==> src/rtl/result_tx_seq_pkg.sv <==
// Shared state encodings and UART framing constants for the result
// transmitter. Build option: RESULT_TX_CHECKSUM_EN.
package result_tx_seq_pkg;

    localparam logic [1:0] ST_IDLE = 2'd0;
    localparam logic [1:0] ST_LOAD = 2'd1;
    localparam logic [1:0] ST_SEND = 2'd2;
    localparam logic [1:0] ST_DONE = 2'd3;

    localparam logic UART_START_BIT  = 1'b0;
    localparam logic UART_STOP_BIT   = 1'b1;
    localparam int   UART_DATA_BITS  = 8;
    localparam int   UART_FRAME_BITS = UART_DATA_BITS + 2;

endpackage

==> src/rtl/result_tx_seq_uart_tx_byte.sv <==
// 8N1 byte serializer with bit timer; accepts a new byte on the
// cycle its previous stop bit ends so frames can run back to back.
module uart_tx_byte
    import result_tx_seq_pkg::*;
#(
    parameter int CLKS_PER_BIT = 434
) (
    input  logic       CLK,
    input  logic       RST,
    input  logic       start,
    input  logic [7:0] data,
    output logic       ready,
    output logic       ending,
    output logic       TxD
);

    localparam int CW  = $clog2(CLKS_PER_BIT);
    localparam int BIW = $clog2(UART_FRAME_BITS);

    localparam logic [CW-1:0]  CNT_LAST  = CW'(CLKS_PER_BIT - 1);
    localparam logic [CW-1:0]  CNT_PRE   = CW'(CLKS_PER_BIT - 2);
    localparam logic [BIW-1:0] BIT_STOP  = BIW'(UART_FRAME_BITS - 1);
    localparam logic [BIW-1:0] BIT_DLAST = BIW'(UART_DATA_BITS);

    logic           busy_q;
    logic [CW-1:0]  cnt_q;
    logic [BIW-1:0] bit_q;
    logic [7:0]     shift_q;
    logic           txd_q;
    logic           bit_end;

    assign bit_end = busy_q && (cnt_q == CNT_LAST);
    assign ready   = !busy_q || (bit_end && (bit_q == BIT_STOP));
    // one cycle of warning before the stop bit finishes
    assign ending  = busy_q && (bit_q == BIT_STOP) && (cnt_q == CNT_PRE);
    assign TxD     = txd_q;

    always_ff @(posedge CLK) begin
        if (RST) begin
            busy_q  <= 1'b0;
            cnt_q   <= '0;
            bit_q   <= '0;
            shift_q <= '0;
            txd_q   <= UART_STOP_BIT;
        end else if (start && ready) begin
            busy_q  <= 1'b1;
            cnt_q   <= '0;
            bit_q   <= '0;
            shift_q <= data;
            txd_q   <= UART_START_BIT;
        end else if (busy_q) begin
            if (bit_end) begin
                cnt_q <= '0;
                if (bit_q == BIT_STOP) begin
                    busy_q <= 1'b0;
                    bit_q  <= '0;
                    txd_q  <= UART_STOP_BIT;
                end else begin
                    bit_q   <= bit_q + BIW'(1);
                    txd_q   <= (bit_q == BIT_DLAST) ? UART_STOP_BIT
                                                    : shift_q[0];
                    shift_q <= {1'b0, shift_q[7:1]};
                end
            end else begin
                cnt_q <= cnt_q + CW'(1);
            end
        end
    end

endmodule

==> src/rtl/result_tx_seq.sv <==
// Result buffer plus word/byte sequencer feeding a UART serializer.
// Define RESULT_TX_CHECKSUM_EN to append an XOR checksum byte.
module result_tx_seq
    import result_tx_seq_pkg::*;
#(
    parameter int UNITS_Y      = 2,
    parameter int DATA_W       = 16,
    parameter int CLKS_PER_BIT = 434
) (
    input  logic              CLK,
    input  logic              RST,
    input  logic              data_valid_in,
    input  logic [7:0]        address_write_in,
    input  logic [DATA_W-1:0] data_in,
    output logic              TxD,
    output logic              tx_busy,
    output logic              done,
    output logic              overrun
);

    localparam int NB = DATA_W / 8;
`ifdef RESULT_TX_CHECKSUM_EN
    localparam int NB_LAST = NB + 1;
`else
    localparam int NB_LAST = NB;
`endif
    localparam int AW = (UNITS_Y > 1) ? $clog2(UNITS_Y) : 1;
    localparam int BW = $clog2(NB_LAST + 1);

    localparam logic [AW-1:0] WORD_LAST = AW'(UNITS_Y - 1);
    localparam logic [7:0]    ADDR_LAST = 8'(UNITS_Y - 1);
    localparam logic [7:0]    ADDR_LIM  = 8'(UNITS_Y);

    logic [DATA_W-1:0] buf_q [UNITS_Y];
    logic [1:0]        state_q;
    logic [AW-1:0]     word_idx_q;
    logic [BW-1:0]     byte_q;
    logic [DATA_W-1:0] shift_q;
    logic              sent_q;
    logic              overrun_q;

    logic          wr_en;
    logic          trigger;
    logic          last_word;
    logic [BW-1:0] byte_cnt;
    logic          start;
    logic          ready;
    logic          ending;
    logic [7:0]    tx_byte;

    assign tx_busy   = (state_q == ST_LOAD) || (state_q == ST_SEND);
    assign done      = (state_q == ST_DONE);
    assign overrun   = overrun_q;
    assign wr_en     = data_valid_in && !tx_busy
                       && (address_write_in < ADDR_LIM);
    assign trigger   = wr_en && (state_q == ST_IDLE)
                       && (address_write_in == ADDR_LAST);
    assign last_word = (word_idx_q == WORD_LAST);
    assign byte_cnt  = last_word ? BW'(NB_LAST) : BW'(NB);
    assign start     = (state_q == ST_SEND) && !sent_q && ready;

`ifdef RESULT_TX_CHECKSUM_EN
    logic [7:0] csum_q;

    // checksum byte rides as an extra byte slot of the last word
    assign tx_byte = (byte_q == BW'(NB)) ? csum_q
                                         : shift_q[DATA_W-1 -: 8];

    always_ff @(posedge CLK) begin
        if (RST || state_q == ST_IDLE) begin
            csum_q <= '0;
        end else if (start) begin
            csum_q <= csum_q ^ tx_byte;
        end
    end
`else
    assign tx_byte = shift_q[DATA_W-1 -: 8];
`endif

    always_ff @(posedge CLK) begin
        if (wr_en) begin
            buf_q[address_write_in[AW-1:0]] <= data_in;
        end
    end

    always_ff @(posedge CLK) begin
        if (RST) begin
            state_q    <= ST_IDLE;
            word_idx_q <= '0;
            byte_q     <= '0;
            shift_q    <= '0;
            sent_q     <= 1'b0;
            overrun_q  <= 1'b0;
        end else begin
            if (data_valid_in && tx_busy) begin
                overrun_q <= 1'b1;
            end
            unique case (state_q)
                ST_IDLE: begin
                    if (trigger) begin
                        word_idx_q <= '0;
                        state_q    <= ST_LOAD;
                    end
                end
                ST_LOAD: begin
                    shift_q <= buf_q[word_idx_q];
                    byte_q  <= '0;
                    sent_q  <= 1'b0;
                    state_q <= ST_SEND;
                end
                ST_SEND: begin
                    if (start) begin
                        shift_q <= shift_q << 8;
                        byte_q  <= byte_q + BW'(1);
                        if (byte_q == byte_cnt - BW'(1)) begin
                            sent_q <= 1'b1;
                        end
                    end else if (sent_q && last_word && ready) begin
                        state_q <= ST_DONE;
                    end else if (sent_q && !last_word && ending) begin
                        // leave one idle-high cycle between words
                        word_idx_q <= word_idx_q + AW'(1);
                        state_q    <= ST_LOAD;
                    end
                end
                ST_DONE: state_q <= ST_IDLE;
                default: state_q <= ST_IDLE;
            endcase
        end
    end

    uart_tx_byte #(
        .CLKS_PER_BIT(CLKS_PER_BIT)
    ) u_tx (
        .CLK   (CLK),
        .RST   (RST),
        .start (start),
        .data  (tx_byte),
        .ready (ready),
        .ending(ending),
        .TxD   (TxD)
    );

endmodule

==> config.mk <==
export PLATFORM = sky130hd
export DESIGN_NAME = result_tx_seq
export DESIGN_NICKNAME = d
export VERILOG_FILES = /design/src/rtl/result_tx_seq_pkg.sv /design/src/rtl/result_tx_seq_uart_tx_byte.sv /design/src/rtl/result_tx_seq.sv
export SDC_FILE = /design/constraint.sdc
export NUM_CORES = 1
export LEC_CHECK = 0
export CAP_MARGIN = 20
export CORE_MARGIN = 3
export CORE_UTILIZATION = 32
export DETAILED_ROUTE_END_ITERATION = 10
export PLACE_DENSITY = 0.51
export SETUP_SLACK_MARGIN = 0.02
export SLEW_MARGIN = 20
export SYNTH_ARGS = -nofsm -noshare
export SYNTH_HDL_FRONTEND = slang
export SYNTH_SLANG_ARGS = --single-unit
==> constraint.sdc <==
create_clock -name CLK -period 5.4 [get_ports CLK]
set_clock_uncertainty 0.2 [all_clocks]
set_input_delay 0.54 -clock CLK [delete_from_list [all_inputs] [get_ports CLK]]
set_output_delay 0.54 -clock CLK [all_outputs]
set_load 0.1 [all_outputs]
==> flow_summary.ini, run 1 <==
[cts]
clkTransAtPathRegs_ns = 0.08
postCtsHoldBufs = 0
root_buffer = clkbuf_8
clock_path_buffers = 2
post_cts_resized = 0
cts.sinks = 79
clock_latency_ns = 0.36
cts_tree = built
cts_made_buffers = 9
post_cts_buffers = 0
h-tree-depth = 3

[power_and_ir_drop]
swShare = 0.2654
p_comb_frac = 0.135
ir_worst_vdd_uv = 161.3
power_frac_clock = 0.343
power.share.sequential = 0.522
intPower_w = 0.0009311
power_switching_w = 0.0003364
p_leak_nw = 1.305
power.density_mw_per_mm2 = 324.3

[timing]
fin_ws_ns = 2.335
fmax_mhz = 326.2
relSlewSlack = 0.3426
grt_setup_unrepaired = no
hold_viol_final = 0
tightest_slew_ns = 0.9830
maxSlewViolCount = 0
final.setup.tns_ns = 0
period_needed_ns = 3.065
min_period_over_period = 0.5677
holdWs_ns = 0.2534
setup_viol = 0

[grt]
track_usage = 0.1170
grt_max_degree = 37
antenna_found_initial = 0
grt_pass1_wl_microns = 10640
grt_pass1_vias = 2173
overflow = 0

[synthesis]
syn_nets = 340
synth_area_sq_mm = 0.003314
ys.flop_type = dfxtp_1
yosysWarnings = 0
yosysTopAreaCell = edfxtp_1
syn_inst = 305
synthArstFlopShare = 0
syn_avg_cell_area_sq_um = 10.87
yosysSeqAreaShare = 0.5738
synth_edf_count = 32
synth_top_area_frac = 0.2899
synth_area_leaders = edfxtp_1 (29%), dfxtp_1 (28%), mux2i_1 (8.2%)
ys_ff_latch = 79
synthDistinctLibCells = 40

[setup_path]
cp-start-kind = register
crit_path_max_fanout = 5
cp-end-kind = output pin
cpMaxStageDelayCell = clkdlybuf4s50_1
max_stage_delay_ns = 1.15
worstSetupPathType = register to output pin
arrival_ns = 2.33
required_ns = 4.66
crit_chain = inv_1, ha_1, clkdlybuf4s50_1

[floorplan]
start_util = 0.3345
coreArea_sq_mm = 0.009910
fp.dieH_microns = 107.8
die-width_microns = 107.8
ios = 31
die_area_sq_mm = 0.01161
rows = 36

[route]
vias = 2191
wl_per_cell_microns = 12.81
drc = 0
antenna_left = 0
postRouteWirelength_microns = 6021
drtIter0Drc = 75
avgViaCountPerCell = 4.662
firstDrtPassIters = 4

[place]
io_buffers = 30
dp_hpwl_microns = 4082
place_congestion = 0.7224
dpl-instance-area_sq_mm = 0.003714
post-place-ws_ns = 2.422
dp.cells = 454

[finish]
synthToLayoutAreaGrowth_pct = 17.93
drive_gt1_frac = 0.06528
final_cell_mix = dfxtp_1 (47), nor2_1 (34), edfxtp_1 (32)
antennaDiodeCount = 0
final_cell_area_sq_mm = 0.003909
final_cells = 470
final_nets = 367
final_common_cell = dfxtp_1

[outcome]
outcome = finished clean

[run]
max_cap_viol_count = 0

[hold_path]
hold_path.class = register to register
-- path summary, 6_finish.rpt --
kind	slack (ns)	endpoint	from	cells after the start
worst min register to register	0.25	shift_q[6]	shift_q[6]	2
worst max-delay path	2.33	tx_busy	state_q[1]	3
worst max register to register	2.47	shift_q[15]	state_q[0]	7
worst min-delay path	0.25	shift_q[6]	shift_q[6]	2
-- layer usage --
metal | routed length, microns | track usage | vias up
met5 | 0 | 0 | -
met4 | 103 | 0.04599 | 0
met3 | 209 | 0.04019 | 11
met2 | 2803 | 0.1803 | 28
met1 | 2905 | 0.1503 | 1022
li1 | - | - | 1130
-- stage by stage --
stage / util / total power, W
floorplan: - / 0.0008060
global placement: 0.3747 / 0.0008483
detailed placement: 0.3747 / 0.0008487
CTS: 0.3944 / 0.001288
global route: 0.3944 / 0.001335
finish: 0.3944 / 0.001267
-- power by group through the flow --
stage,Clock [W],Combinational (W),Sequential (W)
after global placement,0,0.000173,0.000676
after CTS,0.000452,0.000174,0.000662
final,0.000434,0.000171,0.000662
after global routing,0.000479,0.000191,0.000665
after floorplan,0,0.000125,0.000681
after detailed placement,0,0.000173,0.000676
-- synthesized netlist by cell type (2+ instances only) --
cell,number
nor3_1,2
buf_6,3
a21boi_1,2
xor2_1,5
nor2b_1,3
inv_1,9
or3_1,9
dfxtp_1,47
nand3_1,5
clkbuf_1,11
nor4_1,2
ha_1,8
mux2i_1,27
o21ai_0,10
xnor2_1,4
nor2_1,34
nand2_1,31
nand2b_1,3
buf_2,3
nand4_1,6
edfxtp_1,32
a22oi_1,7
a21oi_1,25
-- registers in the layout, indices dropped and copies added, names as in the netlist, named ones only --
register and count:
u_tx.busy_q 1, shift_q 16, overrun 1, buf_q 32
last_word 1, u_tx.cnt_q 9, byte_q 2, state_q 2
sent_q 1, u_tx.bit_q 4, u_tx.TxD 1, u_tx.shift_q 8
-- logic make-up after synthesis --
| group | share of synthesized area |
|---|---|
| AO/OA/AOI/OAI | 0.09627 |
| XOR/XNOR | 0.02378 |
| adder cells (fa/ha/maj) | 0.03020 |
| buffers and inverters | 0.03737 |
| flip-flops | 0.5738 |
| multiplexers | 0.08494 |
| AND/OR/NAND/NOR | 0.1536 |
-- final cells by class --
class	instances	area, sq um
sequential	79	1902
timing repair buffer	33	322.8
tap	133	166.4
clock buffer	10	127.6
clock inverter	6	67.56
inverter	9	33.78
multi-input combinational	200	1289
fill	983	6001
-- worst max-delay path: cells and delay by family (launching register included) --
family,cells,cell delay (ns)
fa+ha+maj,1,0.33
buf+inv,2,1.23
flops,1,0.41
(Power assumes the default switching activity.)
==> run 2: changes to the inputs <==
--- a/config.mk
+++ b/config.mk
@@ -9,7 +9,7 @@
 export CORE_MARGIN = 3
 export CORE_UTILIZATION = 32
 export DETAILED_ROUTE_END_ITERATION = 10
-export PLACE_DENSITY = 0.51
+export PLACE_DENSITY = 0.52
 export SETUP_SLACK_MARGIN = 0.02
 export SLEW_MARGIN = 20
 export SYNTH_ARGS = -nofsm -noshare
==> constraint.sdc (replaced) <==
create_clock -name CLK -period 2.55 [get_ports CLK]
set_clock_uncertainty 0.2 [all_clocks]
set_input_delay 0.255 -clock CLK [delete_from_list [all_inputs] [get_ports CLK]]
set_output_delay 0.255 -clock CLK [all_outputs]
set_load 0.1 [all_outputs]
==> run 2 against run 1 <==
  * First-iteration DRC count is 19% higher
  * Worst setup slack worse by 2.2 ns
  * Via count is 0.68% higher
  * Register-to-register slack worse by 2.3 ns
  * Total power is 130% higher
  * Non-clock buffer count is 5 higher
  * Critical path depth is 2 higher
  * Utilization is 0.77 points higher
  * Clock power grew to 2.6 times the previous value
  * Critical path type is now register to register
==> flow_summary.ini, run 2 (synthesis results as in run 1) <==
[outcome]
outcome = finished clean

[route]
firstDrtPassIters = 4
avgViaCountPerCell = 4.644
drtIter0Drc = 89
wl_per_cell_microns = 12.84
antenna_left = 0
drc = 0
vias = 2206
postRouteWirelength_microns = 6098

[cts]
clock_path_buffers = 2
clkTransAtPathRegs_ns = 0.08
clock_latency_ns = 0.35
cts.sinks = 79
cts_made_buffers = 9
h-tree-depth = 3
postCtsHoldBufs = 0
post_cts_buffers = 0
cts_tree = built
post_cts_resized = 0
root_buffer = clkbuf_8

[finish]
fillers = 972
final_cell_area_sq_mm = 0.003985
drive_gt1_frac = 0.09649
antennaDiodeCount = 0
final_common_cell = dfxtp_1
postLayoutCoreUtil = 0.4021
final_cells = 475
final_cell_mix = dfxtp_1 (47), nor2_1 (33), edfxtp_1 (32)
synthToLayoutAreaGrowth_pct = 20.23
largest_register_ffs = 32
final_nets = 372

[grt]
grt_pass1_vias = 2211
grt_pass1_wl_microns = 10540
track_usage = 0.1160
overflow = 0
antenna_found_initial = 0
grt_max_degree = 27

[floorplan]
die-width_microns = 107.8
fp.dieH_microns = 107.8
start_util = 0.3345
ios = 31
coreArea_sq_mm = 0.009910
die_area_sq_mm = 0.01161
rows = 36

[timing]
setup_viol = 0
grt_setup_unrepaired = no
final.setup.tns_ns = 0
fmax_mhz = 421.5
relSlewSlack = 0.6302
maxSlewViolCount = 0
holdWs_ns = 0.2565
min_period_over_period = 0.9304
hold_viol_final = 0
tightest_slew_ns = 0.5547
period_needed_ns = 2.373

[power_and_ir_drop]
power.density_mw_per_mm2 = 721.4
ir_worst_vdd_uv = 342.6
p_leak_nw = 1.360

[place]
place_congestion = 0.7442
dpl-instance-area_sq_mm = 0.003746
dp_hpwl_microns = 4155
io_buffers = 30
dp.cells = 459

[setup_path]
required_ns = 2.59
cp-end-kind = register
arrival_ns = 2.41
cp-start-kind = register
crit_path_max_fanout = 5
worstSetupPathType = register to register

[run]
max_cap_viol_count = 0

[hold_path]
hold_path.class = register to register
## run 2: changes by cell type in the layout (fill, tap and decap cells not counted)
cell	delta
buf_4	+9
bufinv_16	+2
clkbuf_1	+1
clkdlybuf4s50_1	-4
clkinv_1	-1
clkinvlp_4	-1
ha_1	-1
ha_2	+1
inv_6	-1
nor2_1	-1
nor2_2	+1
## run 2: stage by stage
| step | total power (W) | setup WS, ns |
|---|---|---|
| final | 0.002875 | 0.1775 |
| after global routing | 0.003031 | 0.03669 |
| after CTS | 0.002924 | 0.1855 |
| after detailed placement | 0.001798 | 0.2103 |
| after global placement | 0.001794 | 0.2498 |
| after floorplan | 0.001710 | 0.1543 |
## run 2: path summary, 6_finish.rpt
path / start / endpoint / slack, ns / cells past startpoint
setup reg to reg: u_tx.cnt_q[2] / state_q[1] / 0.18 / 5
hold reg to reg: shift_q[2] / shift_q[2] / 0.26 / 2
hold / removal: shift_q[2] / shift_q[2] / 0.26 / 2
setup / recovery: u_tx.cnt_q[2] / state_q[1] / 0.18 / 5
## run 2: layer usage
metal | vias to the layer above | share of wire | GRT usage
met5 | - | 0 | 0
met4 | 0 | 0.010 | 0.03246
met3 | 5 | 0.041 | 0.04619
met2 | 31 | 0.46 | 0.1843
met1 | 1033 | 0.48 | 0.1460
li1 | 1137 | - | -
## run 2: cell type report
| cell class | count | area (sq um) | area share |
|---|---|---|---|
| Clock buffer | 11 | 131.4 | 0.03297 |
| Clock inverter | 5 | 107.6 | 0.02700 |
| Inverter | 9 | 33.78 | 0.008477 |
| Multi-Input combinational cell | 200 | 1294 | 0.3246 |
| Sequential cell | 79 | 1902 | 0.4772 |
| Tap cell | 133 | 166.4 | 0.04176 |
| Timing Repair Buffer | 38 | 350.3 | 0.08791 |
## run 2: power by group
group          internal, W  switching [W]  total, W
Combinational     0.000146       0.000215  0.000361
Clock             0.000657       0.000456   0.00111
Sequential         0.00137      0.0000346   0.00140
## run 2: critical path, cell delays in order, from the launching register on
cell	delay, ns
dfxtp_1	0.34
or4b_1	0.69
o41ai_1	0.53
a21boi_1	0.27
nor2_1	0.06
a22o_1	0.18
